**config.mk**
```make
export PLATFORM = sky130hd
export DESIGN_NAME = alu_cmd_issue
export DESIGN_NICKNAME = d
export VERILOG_FILES = /design/src/rtl/alu_pkg.sv /design/src/rtl/alu_cmd_fifo.sv /design/src/rtl/alu_cmd_issue.sv
export SDC_FILE = /design/constraint.sdc
export NUM_CORES = 1
export LEC_CHECK = 0
export ABC_AREA = 1
export CORE_MARGIN = 2
export CORE_UTILIZATION = 30
export DETAILED_ROUTE_END_ITERATION = 16
export GPL_TIMING_DRIVEN = 1
export PLACE_DENSITY = 0.54
export SETUP_SLACK_MARGIN = 0.1
export SYNTH_ARGS = -nofsm -noshare
export SYNTH_HDL_FRONTEND = slang
export SYNTH_SLANG_ARGS = --single-unit
```
**constraint.sdc**
```tcl
create_clock -name clk -period 2.1 [get_ports clk]
set_clock_uncertainty 0.05 [all_clocks]
set_input_delay 0.315 -clock clk [delete_from_list [all_inputs] [get_ports clk]]
set_output_delay 0.315 -clock clk [all_outputs]
set_load 0.01 [all_outputs]
```
**src/rtl/alu_pkg.sv**
```systemverilog
// Shared opcode encoding, command bundle and pipeline-occupancy states
// for the ALU command front-end.
package alu_pkg;

    localparam logic [3:0] OP_ADD  = 4'd0;
    localparam logic [3:0] OP_SUB  = 4'd1;
    localparam logic [3:0] OP_SHL  = 4'd2;
    localparam logic [3:0] OP_ASR  = 4'd3;
    localparam logic [3:0] OP_SHR  = 4'd4;
    localparam logic [3:0] OP_ASL  = 4'd5;
    localparam logic [3:0] OP_OR   = 4'd6;
    localparam logic [3:0] OP_XOR  = 4'd7;
    localparam logic [3:0] OP_AND  = 4'd8;
    localparam logic [3:0] OP_MAX  = 4'd8;
    localparam logic [3:0] OP_IDLE = 4'b1111;

    typedef struct packed {
        logic [3:0] op;
        logic [7:0] a;
        logic [7:0] b;
    } alu_cmd_t;

    typedef enum logic [1:0] {
        ST_EMPTY,
        ST_ISSUED,
        ST_RESULT,
        ST_FULL
    } occ_t;

    function automatic logic is_illegal(input logic [3:0] op);
        return op > OP_MAX;
    endfunction

endpackage

```
**src/rtl/alu_cmd_fifo.sv**
```systemverilog
// Circular command buffer with wrap-around pointers, occupancy count and
// full/empty flags. Ports: clk, rst_n, push/din, pop/dout, full, empty, count.
module alu_cmd_fifo
    import alu_pkg::*;
#(
    parameter int DEPTH = 4
) (
    input  logic                       clk,
    input  logic                       rst_n,
    input  logic                       push,
    input  alu_cmd_t                   din,
    input  logic                       pop,
    output alu_cmd_t                   dout,
    output logic                       full,
    output logic                       empty,
    output logic [$clog2(DEPTH+1)-1:0] count
);

    localparam int AW = $clog2(DEPTH);
    localparam int CW = $clog2(DEPTH + 1);

    alu_cmd_t        mem [DEPTH];
    logic [AW-1:0]   wr_ptr;
    logic [AW-1:0]   rd_ptr;
    logic            do_push;
    logic            do_pop;

    assign full    = (count == CW'(DEPTH));
    assign empty   = (count == '0);
    assign do_push = push && !full;
    assign do_pop  = pop && !empty;
    assign dout    = mem[rd_ptr];

    // Storage carries no reset; validity is tracked by count alone.
    always_ff @(posedge clk) begin
        if (do_push) begin
            mem[wr_ptr] <= din;
        end
    end

    // DEPTH is a power of two, so pointers wrap by natural overflow.
    always_ff @(posedge clk or negedge rst_n) begin
        if (!rst_n) begin
            wr_ptr <= '0;
            rd_ptr <= '0;
            count  <= '0;
        end else begin
            if (do_push) begin
                wr_ptr <= wr_ptr + 1'b1;
            end
            if (do_pop) begin
                rd_ptr <= rd_ptr + 1'b1;
            end
            unique case ({do_push, do_pop})
                2'b10:   count <= count + 1'b1;
                2'b01:   count <= count - 1'b1;
                default: count <= count;
            endcase
        end
    end

endmodule

```
**src/rtl/alu_cmd_issue.sv**
```systemverilog
// Command front-end for the combinational 8-bit ALU: FIFO intake, registered
// issue stage and registered result stage with valid/ready on both sides.
// Ports: cmd_valid/cmd_ready/cmd_op/cmd_a/cmd_b (intake), alu_a/alu_b/alu_op
// and alu_out (ALU side), res_valid/res_ready/res_data/res_op (result side),
// illegal_cnt (saturating count of accepted opcodes above OP_MAX).
// Build option ALU_ILLEGAL_DROP_EN: illegal commands are counted but dropped.
module alu_cmd_issue
    import alu_pkg::*;
#(
    parameter int DEPTH = 4,
    parameter int CNT_W = 8
) (
    input  logic             clk,
    input  logic             rst_n,
    input  logic             cmd_valid,
    output logic             cmd_ready,
    input  logic [3:0]       cmd_op,
    input  logic [7:0]       cmd_a,
    input  logic [7:0]       cmd_b,
    output logic [7:0]       alu_a,
    output logic [7:0]       alu_b,
    output logic [3:0]       alu_op,
    input  logic [7:0]       alu_out,
    output logic             res_valid,
    input  logic             res_ready,
    output logic [7:0]       res_data,
    output logic [3:0]       res_op,
    output logic [CNT_W-1:0] illegal_cnt
);

    localparam int CW = $clog2(DEPTH + 1);

    alu_cmd_t        f_din;
    alu_cmd_t        f_dout;
    logic            f_push;
    logic            f_pop;
    logic            f_full;
    logic            f_empty;
    logic [CW-1:0]   f_count;
    logic            unused_cnt;

    logic            accept;
    logic            illegal;
    logic            issue_valid;
    logic            stage_free;
    logic            capture;
    logic            load;

    occ_t            state;
    occ_t            state_nx;

    // ---------------- intake ----------------
    assign cmd_ready = !f_full;
    assign accept    = cmd_valid && cmd_ready;
    assign illegal   = is_illegal(cmd_op);
    assign f_din     = '{op: cmd_op, a: cmd_a, b: cmd_b};

`ifdef ALU_ILLEGAL_DROP_EN
    assign f_push = accept && !illegal;
`else
    assign f_push = accept;
`endif

    alu_cmd_fifo #(
        .DEPTH (DEPTH)
    ) u_fifo (
        .clk   (clk),
        .rst_n (rst_n),
        .push  (f_push),
        .din   (f_din),
        .pop   (f_pop),
        .dout  (f_dout),
        .full  (f_full),
        .empty (f_empty),
        .count (f_count)
    );

    assign unused_cnt = ^f_count;

    // ---------------- issue / result ----------------
    assign issue_valid = (state == ST_ISSUED) || (state == ST_FULL);
    assign res_valid   = (state == ST_RESULT) || (state == ST_FULL);
    assign stage_free  = !res_valid || res_ready;

    // Capture only a live issue slot, so a stale ALU output never lands.
    assign capture = issue_valid && stage_free;
    // Refill the issue slot when it is empty or is being drained this cycle.
    assign load    = !f_empty && (!issue_valid || stage_free);
    assign f_pop   = load;

    always_comb begin
        state_nx = state;
        unique case (state)
            ST_EMPTY: begin
                state_nx = load ? ST_ISSUED : ST_EMPTY;
            end
            ST_ISSUED: begin
                // Result slot is free, so the issued command always moves on.
                state_nx = load ? ST_FULL : ST_RESULT;
            end
            ST_RESULT: begin
                if (res_ready) begin
                    state_nx = load ? ST_ISSUED : ST_EMPTY;
                end else begin
                    state_nx = load ? ST_FULL : ST_RESULT;
                end
            end
            ST_FULL: begin
                if (res_ready) begin
                    state_nx = load ? ST_FULL : ST_RESULT;
                end else begin
                    state_nx = ST_FULL;
                end
            end
        endcase
    end

    always_ff @(posedge clk or negedge rst_n) begin
        if (!rst_n) begin
            state <= ST_EMPTY;
        end else begin
            state <= state_nx;
        end
    end

    // alu_* hold their last value while the issue slot is empty.
    always_ff @(posedge clk or negedge rst_n) begin
        if (!rst_n) begin
            alu_a  <= '0;
            alu_b  <= '0;
            alu_op <= OP_IDLE;
        end else if (load) begin
            alu_a  <= f_dout.a;
            alu_b  <= f_dout.b;
            alu_op <= f_dout.op;
        end
    end

    always_ff @(posedge clk or negedge rst_n) begin
        if (!rst_n) begin
            res_data <= '0;
            res_op   <= '0;
        end else if (capture) begin
            res_data <= alu_out;
            res_op   <= alu_op;
        end
    end

    // ---------------- illegal opcode counter ----------------
    always_ff @(posedge clk or negedge rst_n) begin
        if (!rst_n) begin
            illegal_cnt <= '0;
        end else if (accept && illegal && (illegal_cnt != '1)) begin
            illegal_cnt <= illegal_cnt + 1'b1;
        end
    end

endmodule
```
Word-level counts from Yosys, hierarchy flattened
Memory sizes are Yosys's and may differ from the RTL's. A register that Yosys moved wholly into a read port is not among the register bits.
Cells that the tools add are included.
W data, S select, Z words.
- register bits after elaboration: 29
- memory bits (writable): 80
- bits of input ports: 32
- word-level logic and storage cells: 48
- memories: 1
- add/sub/neg operators: 5
- order comparisons: 1
- equal/unequal tests: 7
- muxes and demuxes: 8
- reduce and logical (&&, ||, !) cells: 19
- memories (name ; words ; width ; rd ports ; clocked after Yosys merged registers in ; write ports ; RTL line ; RTL):
    u_fifo.mem ; 4 ; 20 ; 1 ; 1 ; 1 ; alu_cmd_fifo.sv:22 ; alu_cmd_t mem [DEPTH];
- operators by type and width (cell ; count):
    $add A8 B1 Y8 const B ; 1
    $ne A8 B8 Y1 const B ; 1
    $pmux W2 S4 ; 1
    $logic_and A1 B1 Y1 ; 7
    $eq A2 B2 Y1 const B ; 3
    $pmux W3 S2 ; 1
    $logic_not A1 Y1 ; 5
    $mux W1 ; 5
    $add A2 B1 Y2 const B ; 2
    $eq A2 B1 Y1 const B ; 2
    $gt A4 B4 Y1 const B ; 1
    $logic_or A1 B1 Y1 ; 4
    $add A3 B1 Y3 const B ; 1
    $eq A3 B3 Y1 const B ; 1
    $logic_not A3 Y1 ; 1
    $sub A3 B1 Y3 const B ; 1
    $logic_not A2 Y1 ; 1
    $mux W2 ; 1
    $reduce_bool A2 Y1 ; 1

Logic depth before layout (Yosys ltp)
Gate-level depths: netlist of run 1.
- depth in word-level cells: 9
- gate-level depth with buffers: 11
- gate-level depth less buffers: 10

Modules after synthesis
From an unflattened synthesis of run 1, not the netlist that was laid out.
- cell total of the unflattened synthesis: 515
- area total of the unflattened synthesis: 5521.5 µm²
- by module, submodules not included (module ; times used ; cells an instance ; area an instance (µm²) ; seq. area each (µm²)):
    alu_cmd_fifo ; 1 ; 294 ; 3669.8 ; 2577.5
    alu_cmd_issue ; 1 ; 221 ; 1851.8 ; 1056.0

Worst setup path before layout of run 1
No wires, ideal clock.
- path kind: reg2reg
- start: register u_fifo.count[0]
- end: memory u_fifo.mem[0][0] (netlist bit) (enable)
- setup time: 397 ps
- arrival time: 1536 ps
- required time: 1653 ps
- slack: 118 ps
- stages on the path, launching flop included: 5
- path buffers: 0
- clock period less this slack: 1982 ps
- path through: dfrtp_1 inv_2 nand3_2 nand2_4 nor2_1
- longest elaborated chain between the ends: 6
- ends and longest elaborated chain (what ; RTL line ; RTL):
    start: declaration ; alu_cmd_fifo.sv:16 ; output logic [$clog2(DEPTH+1)-1:0] count
    start signal: assignment ; alu_cmd_fifo.sv:55 ; 2'b10: count <= count + 1'b1;
    start signal: assignment ; alu_cmd_fifo.sv:56 ; 2'b01: count <= count - 1'b1;
    start signal: assignment ; alu_cmd_fifo.sv:57 ; default: count <= count;
    $eq A3 B3 Y1 * ; alu_cmd_fifo.sv:28 ; assign full = (count == CW'(DEPTH));
    $logic_not A1 Y1 * ; alu_cmd_issue.sv:53 ; assign cmd_ready = !f_full;
    named net cmd_ready ; alu_cmd_issue.sv:16 ; output logic cmd_ready,
    $logic_and A1 B1 Y1 ; alu_cmd_issue.sv:54 ; assign accept = cmd_valid && cmd_ready;
    $logic_and A1 B1 Y1 * ; alu_cmd_fifo.sv:30 ; assign do_push = push && !full;
    $mux W1 * ; alu_cmd_fifo.sv:36 ; if (do_push) begin
    $mux W1 (not written as such) * ; alu_cmd_fifo.sv:37 ; mem[wr_ptr] <= din;
    end: declaration ; alu_cmd_fifo.sv:22 ;
Mark *: on every way through the listed nets, which the timed path passes. The rest lies on a longest branch.

Worst setup path after layout of run 1
- start: register u_fifo.count[0]
- end: output cmd_ready
- longest elaborated chain between the ends: 2
- ends and longest elaborated chain (what ; RTL line):
    $eq A3 B3 Y1 ; alu_cmd_fifo.sv:28
    $logic_not A1 Y1 ; alu_cmd_issue.sv:53
    end: declaration ; alu_cmd_issue.sv:16
Every way passes these cells.

==> results of run 1 <==
## worst reg2reg max path, stage by stage, from the launching register on
cell and delay [ns]:
sky130_fd_sc_hd__dfrtp_1 0.39, sky130_fd_sc_hd__inv_2 0.10, sky130_fd_sc_hd__nand3_2 0.11, sky130_fd_sc_hd__nand2_4 0.07
sky130_fd_sc_hd__ha_1 0.13, sky130_fd_sc_hd__inv_1 0.07, sky130_fd_sc_hd__fa_1 0.37, sky130_fd_sc_hd__a21oi_1 0.14
sky130_fd_sc_hd__o21ai_0 0.12, sky130_fd_sc_hd__xor2_1 0.17
## synth_stat cells (all sizes together), types with 4 or more instances
cell / number
xor2: 4
inv: 24
nand2: 97
nand3: 14
edfxtp: 80
buf: 11
dfrtp: 45
o21ai: 67
dfstp: 4
clkbuf: 6
ha: 6
nor2: 78
mux2: 8
## layout make-up
cell class	instances	area (um2)
sequential	129	3633
multi-input combinational	283	1420
tap	225	281.5
inverter	24	90.09
fill	1675	10260
clock inverter	11	163.9
timing repair buffer	90	880.8
clock buffer	21	450.4
## routing by layer
metal	track usage	share of wire	up-vias
met2	0.2111	0.47	86
met3	0.03878	0.050	14
li1	-	-	1707
met4	0.05382	0.017	0
met5	0	0	-
met1	0.1621	0.46	1681
## kinds of logic after synthesis
group | synth area share
AND/OR/NAND/NOR | 0.1562
flip-flops | 0.6937
AO/OA/AOI/OAI | 0.06593
buffers and inverters | 0.03703
multiplexers | 0.01720
XOR/XNOR | 0.01171
adder cells (fa/ha/maj) | 0.01816
## sequential cells by signal, indices dropped and copies added (netlist names)
name and flops:
u_fifo.wr_ptr 2, illegal_cnt 8, u_fifo.mem 80, res_data 8, u_fifo.rd_ptr 2, alu_op 4, res_op 4, alu_b 8
alu_a 8, state 2, u_fifo.count 3
## final timing paths
kind / slack (ns) / end
worst max-delay path: 0.21 / cmd_ready
worst min register to register: 0.43 / alu_a[1]
min in group clk: 0.43 / alu_a[1]
max in group asynchronous: 1.32 / alu_op[2]
worst max register to register: 0.25 / u_fifo.count[2]
worst min-delay path: 0.39 / state[1]
## power by group through the flow
stage | clock (mW) | combinational, mW | sequential, mW
2_1_floorplan | 0 | 1.81 | 3.94
3_3_place_gp | 0 | 3.23 | 3.82
3_5_place_dp | 0 | 3.29 | 3.85
4_1_cts | 3.12 | 3.31 | 3.81
5_1_grt | 3.23 | 3.71 | 3.88
6_report | 3.05 | 3.24 | 3.80
## what timing repair did
action,CTS,global route
gates resized for setup,0,1
setup endpoints to repair,0,2
buffers inserted,0,1
endpoints found under the hold margin,45,0
hold buffers,1,0
==> results list, run 1 <==
- Diode insertion count for antenna repair: 0
- Cell types with the largest area share after synthesis: sky130_fd_sc_hd__edfxtp_1 (46%), sky130_fd_sc_hd__dfrtp_1 (22%), sky130_fd_sc_hd__nand2_1 (6.6%)
* DP Wirelength: 6.952 mm
- Placer's final routability congestion estimate: 0.7197
* Final cell count without fillers: 783
- Power spread over the standard cell area amounts to 1459 nW/um2.
* Initial antenna violation count: 0
- The area growth from synthesis to layout is 32.13%.
- OpenSTA, run right after detailed placement, puts the worst setup slack at -0.1604 ns.
- TritonCTS built the clock tree.
- The analysis attributes to cell leakage a power of 2.754 nW.
- Clock tree buffer depth: 2
- The die covers 18530 um2.
- Fin crit share: 0.8980
* # clock sinks: 129
* Via-to-Cell Ratio: 4.455
- Comb power frac: 0.321
- Across the run, the number of max-cap violations was 0.
- Int Pwr: 6.869 mW
* Row count: 48
- Clk pwr share: 0.302
- Highest achievable clock rate: 530.3 MHz
* Global-route wire length before repair: 18.03 mm
- Of the total power, the share spent switching nets is 0.3198.
- The worst setup path is launched from a flop.
- Dividing the detail-routed wire length by the instance count gives 14.16 um.
- Placed cell count: 749
- Highest net fanout along the worst path: 4
* Starting density of the core: 0.3049
- Core region area: 17180 um2
- The biggest area contributor in the post-synthesis netlist is sky130_fd_sc_hd__edfxtp_1.
- Final Setup Violations: 0
- Async set or reset register ratio after synthesis: 0.3798
* Kind of end point of the critical path: output port
* Worst Hold Slack: 0.3937 ns
* Core Util, Final: 0.4029
- I/O pins: 74
* Antenna violation net count after detailed routing: 0
* Warnings, synthesis: 0
- Most frequent cells in the layout: sky130_fd_sc_hd__nand2_1 (92), sky130_fd_sc_hd__edfxtp_1 (80), sky130_fd_sc_hd__nor2_1 (72), sky130_fd_sc_hd__clkdlybuf4s50_1 (72), sky130_fd_sc_hd__dfrtp_1 (45)
- The flow ran to the end, and the final reports show no timing, DRC or antenna violations.
- Once routing completed, OpenROAD measured the worst setup slack at 0.2142 ns.
- Crit-path cells: inv_2 > nand3_2 > clkdlybuf4s50_1
- The critical path runs through a total of 3 cells.
* Clock H-tree levels: 4
* Total of flip-flops plus latches after synthesis: 129
- Counting cells, the worst reg-to-reg path comes to 9.
- Max-slew headroom at the worst pin: 0.5731
- In the final timing run, aggregate negative setup slack is 0 ns.
- Later-pin clock latency in the skew report: 0.42 ns
- The number of pins with negative max-slew slack in the final report is 0.
- Final Hold Violating Endpoints: 0
- After clock tree synthesis, the clock-pin slew on the worst setup and hold paths is 0.05 ns.
* Share of the synthesized area in the top cell type: 0.4587
* Number of unique standard cell types used by synthesis: 29
- Prevailing post-synth register cell: sky130_fd_sc_hd__edfxtp_1
- After technology mapping, the gate count stands at 453.
* Syn nets: 492
* Number of global-route vias before repair: 3504
- The startpoint identified for the worst register-to-register timing path is u_fifo.count[0].
- In the final design database the tool counted 584 nets.
* DRT iter0 DRCs: 226
* Worst setup path category: flop to output port
- Total power for the finished layout comes to 10.10 mW.
- Largest net degree at the start of global routing: 50
- IR analysis of the VDD net gives a maximum drop of 681.4 uV.
- Setup repair after global routing missed its margin: false
- Among all stages on the critical path, the largest delay is contributed by sky130_fd_sc_hd__clkdlybuf4s50_1.
- Crit path DAT: 1.52 ns
- Post-synthesis cell area: 5238 um2
- Height of the die: 136.1 um
- At the worst endpoint, the required time is 1.74 ns.
- Tracing the worst setup path back leads to its startpoint at u_fifo.count[0].
- All-layer global routing usage: 0.1301
- CP top delay family: buffers and inverters
- A synthesized cell averages 11.56 um2.
- Horiz. Die Dim: 136.1 um
- During placement, the flow inserted port buffers numbering 73.
- Summing all placed instances gives a cell area of 6289 um2.
- Share of post-route cells with drive strength above 1: 0.1362
- Counting flops with a built-in enable in the synthesized netlist gives 80.
* Most frequent standard cell in the layout excluding fill and tap cells: sky130_fd_sc_hd__nand2_1
- In this run the worst hold path is classified as primary input to asynchronous set/reset pin.
- DR vias: 3488
- Critical path buffers and inverters: 2
- Summed over all layers, the global routing overflow is 0.
- The finished cells cover 6920 um2.
* Part of the total power dissipated in sequential elements: 0.376
* Final critical-path required period: 1.886 ns
* Seq/Total Area, Yosys: 0.6937
- Longest individual stage delay on the worst path: 0.51 ns
* Number of buffers added by the clock tree synthesis step: 17
* Sw power: 3.229 mW
- Total wire length after detailed routing: 11.09 mm
* Clock root buffer master: sky130_fd_sc_hd__clkbuf_16
* Slew at the pin closest to its max-slew limit: 0.6395 ns
* DRC Markers: 0
- The first detailed-routing pass ran for 6 iterations.
Power figures use the tool's default switching activity.
==> run 2, diff against run 1 <==
- CORE_ASPECT_RATIO: default -> 2
- clock period: 2.1 -> 1.6 ns (I/O delays scaled with it)
==> results list, run 2 (synthesis gave the netlist of run 1 again) <==
* Crit path DAT: 1.98 ns
- The flow ran to the end, but the final reports show violations.
- Slew at the pin closest to its max-slew limit: 0.2974 ns
* Clock tree buffer depth: 2
- TritonCTS built the clock tree.
- # clock sinks: 129
- The register with the most flip-flops in the layout has 80 of them.
* Setup repair after global routing missed its margin: true
- The region available for standard cell placement spans 17190 um2.
- Measured along the x axis, the die boundary spans 97.43 um.
- Largest Register: u_fifo.mem
- The number of hold violations in the final report came to 0.
- The via count of the first global-routing pass came to 3672.
- For the worst-skew pair, the clock arrives at the later sink with an insertion delay of 0.41 ns.
* Global-route wire length before repair: 19.29 mm
* Total wire length after detailed routing: 12.43 mm
- Across every metal layer, demand over resource in global routing totals 0.1374.
- The wire-length estimate of the detail-placed layout is 7.294 mm.
* Fin crit share: 1.090
- Layout overhead on the synthesized area: 43.26%
- In the final routed layout, each cell accounts on average for 15.42 um.
- Along the worst path, the maximum fanout reaches 4.
- The initial antenna violation count came to 0.
- DRC Markers: 0
* Worst setup path category: flop to flop
- For this run the aggregate overflow at the end of global routing stands at 0.
* DRT iter0 DRCs: 169
- Fillers: 1581
- Post-Place Setup Slack: -0.3915 ns
- In the post-route analysis, the smallest setup slack over all paths is -0.1437 ns.
* Final Setup Violations: 75
- Number of buffers added by the clock tree synthesis step: 17
* Clock root buffer master: sky130_fd_sc_hd__clkbuf_16
- Max-slew headroom at the worst pin: 0.8017
- Of the cells placed in the final design, the portion with a size suffix greater than 1 is 0.2366.
* Class of the worst hold path: primary input to asynchronous set/reset pin
* Total die area: 18600 um2
* Sw power: 4.640 mW
* Highest achievable clock rate: 573.5 MHz
- Largest voltage drop on the vdd net: 530.0 uV
- The sequential cells in the finished layout cover a total of 3637 um2.
- The tool flagged a number of max-cap violations equal to 0.
* Critical Path RT: 1.83 ns
- The initial utilization of the core area, before any placement, comes to 0.3047.
* Core Util, Final: 0.4366
* Row count: 68
- For this block, the via count after detailed routing is 3636.
- Port bufs: 73
* Violations in the final reports: negative setup slack
- Leaving out fill and tap cells, the most frequent cell in the layout is sky130_fd_sc_hd__nand2_1.
* Diode insertion count for antenna repair: 0
- Clock input transition at the sequential cells of the worst setup and hold paths: 0.05 ns
- Switching power share of the total: 0.3362
* Post-layout net count: 623
- Entering global routing, the biggest net connects 50 pins.
* I/O pins: 74
- Int Pwr: 9.161 mW
- Of the total power, the clock network draws 0.249.
- CP startpoint kind: flop
- Via-to-Cell Ratio: 4.511
- Power spread over the standard cell area amounts to 1839 nW/um2.
- After layout, the minimum clock period comes to 1.744 ns.
- Antenna violation net count after detailed routing: 0
- Length of the first detailed-routing pass in iterations: 4
- In the layout the commonest cells are sky130_fd_sc_hd__nand2_1 (83), sky130_fd_sc_hd__edfxtp_1 (80), sky130_fd_sc_hd__nor2_1 (72), sky130_fd_sc_hd__o21ai_0 (42), sky130_fd_sc_hd__dfrtp_1 (42).
* Comb power frac: 0.391
* Static leakage: 3.113 nW
- Height of the die: 190.9 um
- The worst setup path is captured at a flop.
- Part of the total power dissipated in sequential elements: 0.360
- In this run the number of H-tree levels came out at 4.
* Combined area of the multi-input logic cells: 1525 um2
* Slew Limit Fails: 0
- The congestion estimate from routability-driven global placement came to 0.7425.
==> run 2: cell count changes in the layout (fill, tap and decap cells not counted), sizes merged <==
| cell | delta |
|---|---|
| clkinv | +3 |
| clkinvlp | +1 |
| clkdlybuf4s50 | -42 |
| bufinv | -3 |
| dlygate4sd2 | +36 |
| clkbuf | +5 |
| buf | +35 |
| clkdlybuf4s15 | +2 |
| bufbuf | +1 |
==> run 2: area by class of cell <==
cell class | count | area share
Tap cell | 210 | 0.03502
Clock inverter | 12 | 0.01267
Inverter | 24 | 0.01234
Sequential cell | 129 | 0.4847
Timing Repair Buffer | 129 | 0.1943
Clock buffer | 19 | 0.05770
Multi-Input combinational cell | 283 | 0.2033
==> run 2: worst max-delay path, stage by stage (launching register included) <==
cell,delay (ns)
sky130_fd_sc_hd__dfrtp_1,0.39
sky130_fd_sc_hd__inv_2,0.12
sky130_fd_sc_hd__nand3_4,0.10
sky130_fd_sc_hd__nand2_4,0.09
sky130_fd_sc_hd__ha_4,0.12
sky130_fd_sc_hd__inv_2,0.04
sky130_fd_sc_hd__fa_2,0.36
sky130_fd_sc_hd__a21oi_2,0.15
sky130_fd_sc_hd__o21ai_2,0.07
sky130_fd_sc_hd__xor2_1,0.14
==> run 2: worst paths after layout <==
path | to | start | cells after the start | slack (ns)
max in group asynchronous | alu_op[0] | rst_n | 3 | 0.91
worst min register to register | alu_b[6] | alu_b[6] | 2 | 0.42
worst max-delay path | u_fifo.count[2] | u_fifo.count[0] | 9 | -0.14
worst min-delay path | res_data[2] | rst_n | 3 | 0.30
min in group clk | res_data[5] | alu_out[5] | 2 | 0.39
worst max register to register | u_fifo.count[2] | u_fifo.count[0] | 9 | -0.14
==> run 2: what timing repair did <==
| action | in CTS | in global routing |
|---|---|---|
| pin swaps | 5 | 8 |
| endpoints found under the hold margin | 45 | 0 |
| setup endpoints to repair | 118 | 94 |
| gates resized for setup | 61 | 30 |
| gates cloned | 7 | 3 |
| hold buffers | 1 | 0 |
| buffers inserted | 8 | 7 |
==> run 2: power by group through the flow <==
stage	Sequential, mW	Clock [mW]	Combinational [mW]
3_5_place_dp	5.07	0	4.75
5_1_grt	5.06	3.69	5.98
6_report	4.96	3.44	5.40
3_3_place_gp	5.03	0	4.65
4_1_cts	4.96	3.54	5.15
2_1_floorplan	5.18	0	2.48
==> run 2: per-layer routing <==
layer	routed length (um)	up-vias	track usage
met5	0	-	0
met4	398	0	0.06303
met3	405	25	0.02896
met2	7134	78	0.2671
met1	4493	1748	0.1366
li1	-	1785	-
==> run 2: through the flow <==
stage	TNS (ns)	std cells	cell area (um2)	hold slack [ns]	power [mW]
detailed placement	-10.86	749	6492	0.1993	9.816
CTS	-0.5902	796	7286	0.2994	13.65
global placement	-10.30	749	6492	0.1946	9.678
floorplan	-5.088	453	5286	-0.1056	7.663
global route	-5.800	806	7503	0.3375	14.73
finish	-2.204	806	7503	0.3008	13.80
==> RTL change 1: new RTL, flow settings as in run 1 <==
Re-encode `occ_t` (4 values) as one-hot, 4 bits wide.
--- a/src/rtl/alu_pkg.sv
+++ b/src/rtl/alu_pkg.sv
@@ -21,9 +21,9 @@
     } alu_cmd_t;
 
-    typedef enum logic [1:0] {
-        ST_EMPTY,
-        ST_ISSUED,
-        ST_RESULT,
-        ST_FULL
+    typedef enum logic [3:0] {
+        ST_EMPTY  = 4'b0001,
+        ST_ISSUED = 4'b0010,
+        ST_RESULT = 4'b0100,
+        ST_FULL   = 4'b1000
     } occ_t;
 
Behaviour: same outputs for any inputs over 10 cycles, from zero or initial values and one cycle with rst_n low; not proved beyond that.
==> RTL change 1 against run 1 <==
- register-to-register slack better by 0.03 ns
- worst setup slack worse by 0.038 ns
- via count rose by 5.9%
- sequential cell count grew 2
- sequential power increased by 5%
- sequential share of layout area shrank 0.33 points
- maximum frequency down 2.0%
- critical path depth unchanged
- final cell count is 6.9% higher
- area after synthesis grew 3.6%
- routed wire length increased by 4.1%
- synthesized cell count up 11%
- final area grew 2.1%
- power up 5.1%
- largest cell class unchanged
==> RTL change 1: results (changes against run 1) <==
| Metric | Value |
|---|---|
| Pin count of the biggest net entering global routing | `26 (was 50)` |
| Antenna diode instance count | `0 (unchanged)` |
| Crit Path Max Fanout | `3 (was 4)` |
| Slew of the pin with the lowest slew margin | `0.4948 ns (was 0.6395 ns)` |
| Number of nets produced by synthesis | `542 (was 492)` |
| Setup crit end | `cmd_ready (unchanged)` |
| 1st-pass router iterations | `4 (was 6)` |
| Share of cells above drive strength 1 | `0.1201 (was 0.1362)` |
| First-pass GRT wire length | `19320 um (was 18030 um)` |
| Most used standard cells in the synthesized netlist | `sky130_fd_sc_hd__nand2_1 (130), sky130_fd_sc_hd__edfxtp_1 (80), sky130_fd_sc_hd__nor2_1 (75) (was sky130_fd_sc_hd__nand2_1 (92), sky130_fd_sc_hd__edfxtp_1 (80), sky130_fd_sc_hd__nor2_1 (76))` |
| Logic depth of the worst register-to-register path | `8 (was 9)` |
| Largest vdd supply drop | `0.0005837 V (was 0.0006814 V)` |
| Count of vias placed by the detailed router | `3693 (was 3488)` |
| GRT Overall Usage | `0.1288 (was 0.1301)` |
| Number of buffers inserted during clock tree synthesis | `17 (unchanged)` |
| Leakage power of the design | `0.002889 uW (was 0.002754 uW)` |
| Clk power | `2620 uW (was 3050 uW)` |
| Slowest Stage Delay on Critical Path | `about 0.50 ns` |
| Arrival time at the worst endpoint | `1.56 ns (was 1.52 ns)` |
| Fill cell total of the finished layout | `1674 (was 1675)` |
| Number of nets in the layout | `634 (was 584)` |
| Placer's final routability congestion estimate | `0.7362 (was 0.7197)` |
| RR Endpoint | `u_fifo.count[1] (was u_fifo.count[2])` |
| Clock-pin slew on the worst setup and hold paths | `0.05 ns (about the same)` |
| Start point of the critical path | `u_fifo.count[1] (was u_fifo.count[0])` |
| Sequential share of the synthesized area | `0.6794 (was 0.6937)` |
| Run status | `finished clean (unchanged)` |
| Power drawn by the combinational cells | `4020 uW (was 3240 uW)` |
| Post-synth ARST share | `0.3893 (was 0.3798)` |
| Flop-to-flop setup slack | `0.28 ns (was 0.25 ns)` |
| Worst Hold Margin | `0.3496 ns (was 0.3937 ns)` |
| Initial DRC Count | `214 (was 226)` |
| Top cells by area in the synthesized netlist | `sky130_fd_sc_hd__edfxtp_1 (44%), sky130_fd_sc_hd__dfrtp_1 (21%), sky130_fd_sc_hd__nand2_1 (9.0%) (was sky130_fd_sc_hd__edfxtp_1 (46%), sky130_fd_sc_hd__dfrtp_1 (22%), sky130_fd_sc_hd__nand2_1 (6.6%))` |
| Wirelength per Cell | `13.79 um (was 14.16 um)` |
| Final HPWL DP | `7587 um (was 6952 um)` |
| Switching Fraction | `0.3536 (was 0.3198)` |
| Root cell of the clock tree | `sky130_fd_sc_hd__clkbuf_16 (unchanged)` |
| Library cells used by synthesis | `27 (was 29)` |
[RTL change 1: timing repair]
| item | in CTS | in global routing |
|---|---|---|
| hold endpoints to repair | 18 | 0 |
| buffers inserted | 0 | 0 |
| pin swaps | 0 | 1 |
| resized for setup | 1 | 1 |
| endpoints found under the setup margin | 1 | 1 |
| hold buffers | 1 | 0 |
[RTL change 1: cells by family after synthesis]
kind of cell / synth area share
AND/OR/NAND/NOR: 0.1933
AO/OA/AOI/OAI: 0.06090
buffers and inverters: 0.03599
flip-flops: 0.6794
XOR/XNOR: 0.01292
adder cells (fa/ha/maj): 0.01753
[RTL change 1: worst max-delay path, delay by kind of cell (launching register included)]
family	cells	cell delay, ns
AND/OR/NAND/NOR	1	0.12
buffers and inverters	2	0.65
flip-flops	1	0.38
[RTL change 1: metrics by stage]
step	worst slack (ns)	cell area, um^2	total power [uW]	instances
6_report	0.1762	7063	10610	837
5_1_grt	0.09954	7063	11420	837
3_3_place_gp	-0.03795	6524	7985	804
3_5_place_dp	-0.05332	6524	8112	804
2_1_floorplan	0.1145	5424	6403	503
4_1_cts	0.1565	7061	10770	837
[RTL change 1: cell type report]
type / count / area [um^2] / area share
clock buffers: 20 / 436.7 / 0.06182
well taps: 229 / 286.5 / 0.04057
flip-flops and latches: 131 / 3685 / 0.5217
multi-input cells: 328 / 1546 / 0.2190
inverters: 24 / 90.09 / 0.01275
clock inverters: 12 / 91.34 / 0.01293
repair buffers: 93 / 927.1 / 0.1313
[RTL change 1: routing by layer]
metal  vias to the layer above  track usage  wire [um]
met4                         0      0.05156        212
met3                        16      0.04399        516
met1                      1752       0.1578       5387
li1                       1860            -          -
met2                        65       0.2100       5425
met5                         -            0          0
==> RTL change 2: new RTL, config.mk and constraints of run 1 <==
Made on the original files. `DEPTH` is set to 4 in 2 places; all go to 8.
--- a/src/rtl/alu_cmd_fifo.sv
+++ b/src/rtl/alu_cmd_fifo.sv
@@ -4,5 +4,5 @@
     import alu_pkg::*;
 #(
-    parameter int DEPTH = 4
+    parameter int DEPTH = 8
 ) (
     input  logic                       clk,
--- a/src/rtl/alu_cmd_issue.sv
+++ b/src/rtl/alu_cmd_issue.sv
@@ -8,5 +8,5 @@
     import alu_pkg::*;
 #(
-    parameter int DEPTH = 4,
+    parameter int DEPTH = 8,
     parameter int CNT_W = 8
 ) (
Formal check against the unedited RTL: not equivalent (a bounded check fails within 10 cycles, from zero or initial values and one cycle with rst_n low).
==> RTL change 2 against run 1 <==
- sequential cell count rose by 83
- area after synthesis rose by 74%
- combinational power rose by 69%
- final cell count rose by 79%
- worst setup slack got worse by 0.072 ns
- sequential share of layout area rose by 0.71 points
- power rose by 55%
- hold slack got worse by 0.22 ns
- largest cell class unchanged
- final area rose by 66%
- non-clock buffer count rose by 37
- first-iteration DRC count rose by 58%
- routed wire length rose by 88%
- maximum frequency fell by 3.7%
- critical path type unchanged
==> RTL change 2: results (changes against run 1) <==
| Metric | Value |
|---|---|
| First-pass GRT wire length | `32920 um (was 18030 um)` |
| Worst Hold Margin | `0.1691 ns (was 0.3937 ns)` |
| Slowest Stage Delay on Critical Path | `0.54 ns (was 0.51 ns)` |
| Cell Rows | `63 (was 48)` |
| Logic depth of the worst register-to-register path | `8 (was 9)` |
| Wirelength per Cell | `14.89 um (was 14.16 um)` |
| RR Endpoint | `u_fifo.mem[0][14] (was u_fifo.count[2])` |
| Arrival time at the worst endpoint | `1.59 ns (was 1.52 ns)` |
| Multi-input comb cells | `487 (was 283)` |
| Run status | `finished clean (unchanged)` |
| Post-Synthesis Mean Instance Area | `10.41 um^2 (was 11.56 um^2)` |
| FF/Latch Area | `0.006117 mm^2 (was 0.003633 mm^2)` |
| GRT Overall Usage | `0.1325 (was 0.1301)` |
| Met2 routed wirelength | `9500 um (was 5235 um)` |
| Layout buffer count excluding clock buffers | `127 (was 90)` |
| Remaining max-slew budget at the tightest pin | `0.7145 (was 0.5731)` |
| Clock network share of area | `0.07238 (was 0.08877)` |
| Count of H-tree levels built during CTS | `1 (was 4)` |
| Kind of cell adding the most delay to the critical path | `flip-flops (was buffers and inverters)` |
| Crit Path Max Fanout | `3 (was 4)` |
| Library cells used by synthesis | `28 (was 29)` |
| Slowest CP cell | `sky130_fd_sc_hd__dfstp_2 (was sky130_fd_sc_hd__clkdlybuf4s50_1)` |
| Proportion of cell area occupied by multi-input gates | `0.2037 (was 0.2052)` |
| Comb pwr share | `0.349 (was 0.321)` |
| Largest vdd supply drop | `0.0006414 V (was 0.0006814 V)` |
| Via count of the first global-routing pass | `6029 (was 3504)` |
| Number of buffers inserted during clock tree synthesis | `25 (was 17)` |
| Share of cells above drive strength 1 | `0.1374 (was 0.1362)` |
| Footprint of the multi-input gates | `0.002342 mm^2 (was 0.001420 mm^2)` |
| Placer's final routability congestion estimate | `0.7536 (was 0.7197)` |
| Met2 Usage GRT | `0.2167 (was 0.2111)` |
| Post-synth EDFFs | `160 (was 80)` |
| Clock insertion delay at the later pin of the skew report | `0.51 ns (was 0.42 ns)` |
| Flop-to-flop setup slack | `0.22 ns (was 0.25 ns)` |
| Deepest clock path buffer count | `3 (was 2)` |
| Routed length on met1 | `9938 um (was 5106 um)` |
| Net Sw Power | `5333 uW (was 3229 uW)` |
| Number of nets produced by synthesis | `916 (was 492)` |
| Post-synthesis share of cell area spent on xor and xnor gates | `0.008636 (was 0.01171)` |
| Routed met3 length | `1040 um (was 558 um)` |
| Start point of the critical path | `alu_op[2] (was u_fifo.count[0])` |
| Leakage power of the design | `0.005034 uW (was 0.002754 uW)` |
| 1st-pass router iterations | `5 (was 6)` |
| Top cells by area in the synthesized netlist | `sky130_fd_sc_hd__edfxtp_1 (53%), sky130_fd_sc_hd__dfrtp_1 (13%), sky130_fd_sc_hd__nand2_1 (12%) (was sky130_fd_sc_hd__edfxtp_1 (46%), sky130_fd_sc_hd__dfrtp_1 (22%), sky130_fd_sc_hd__nand2_1 (6.6%))` |
| Minimum setup slack after placement | `-0.1004 ns (was -0.1604 ns)` |
==> RTL change 2: cell count changes in the layout (fill, tap and decap cells not counted), moves of 5 or more <==
| cell | before | now |
|---|---|---|
| sky130_fd_sc_hd__edfxtp_1 | 80 | 160 |
| sky130_fd_sc_hd__nand3_1 | 12 | 134 |
| sky130_fd_sc_hd__o21ai_0 | 44 | 6 |
| sky130_fd_sc_hd__clkbuf_8 | 1 | 6 |
| sky130_fd_sc_hd__nand2_1 | 92 | 290 |
| sky130_fd_sc_hd__o21ai_1 | 23 | 0 |
| sky130_fd_sc_hd__clkbuf_16 | 17 | 25 |
| sky130_fd_sc_hd__inv_1 | 19 | 139 |
| sky130_fd_sc_hd__buf_4 | 14 | 49 |
| sky130_fd_sc_hd__nor2_1 | 72 | 6 |
| sky130_fd_sc_hd__dfrtp_2 | 0 | 5 |
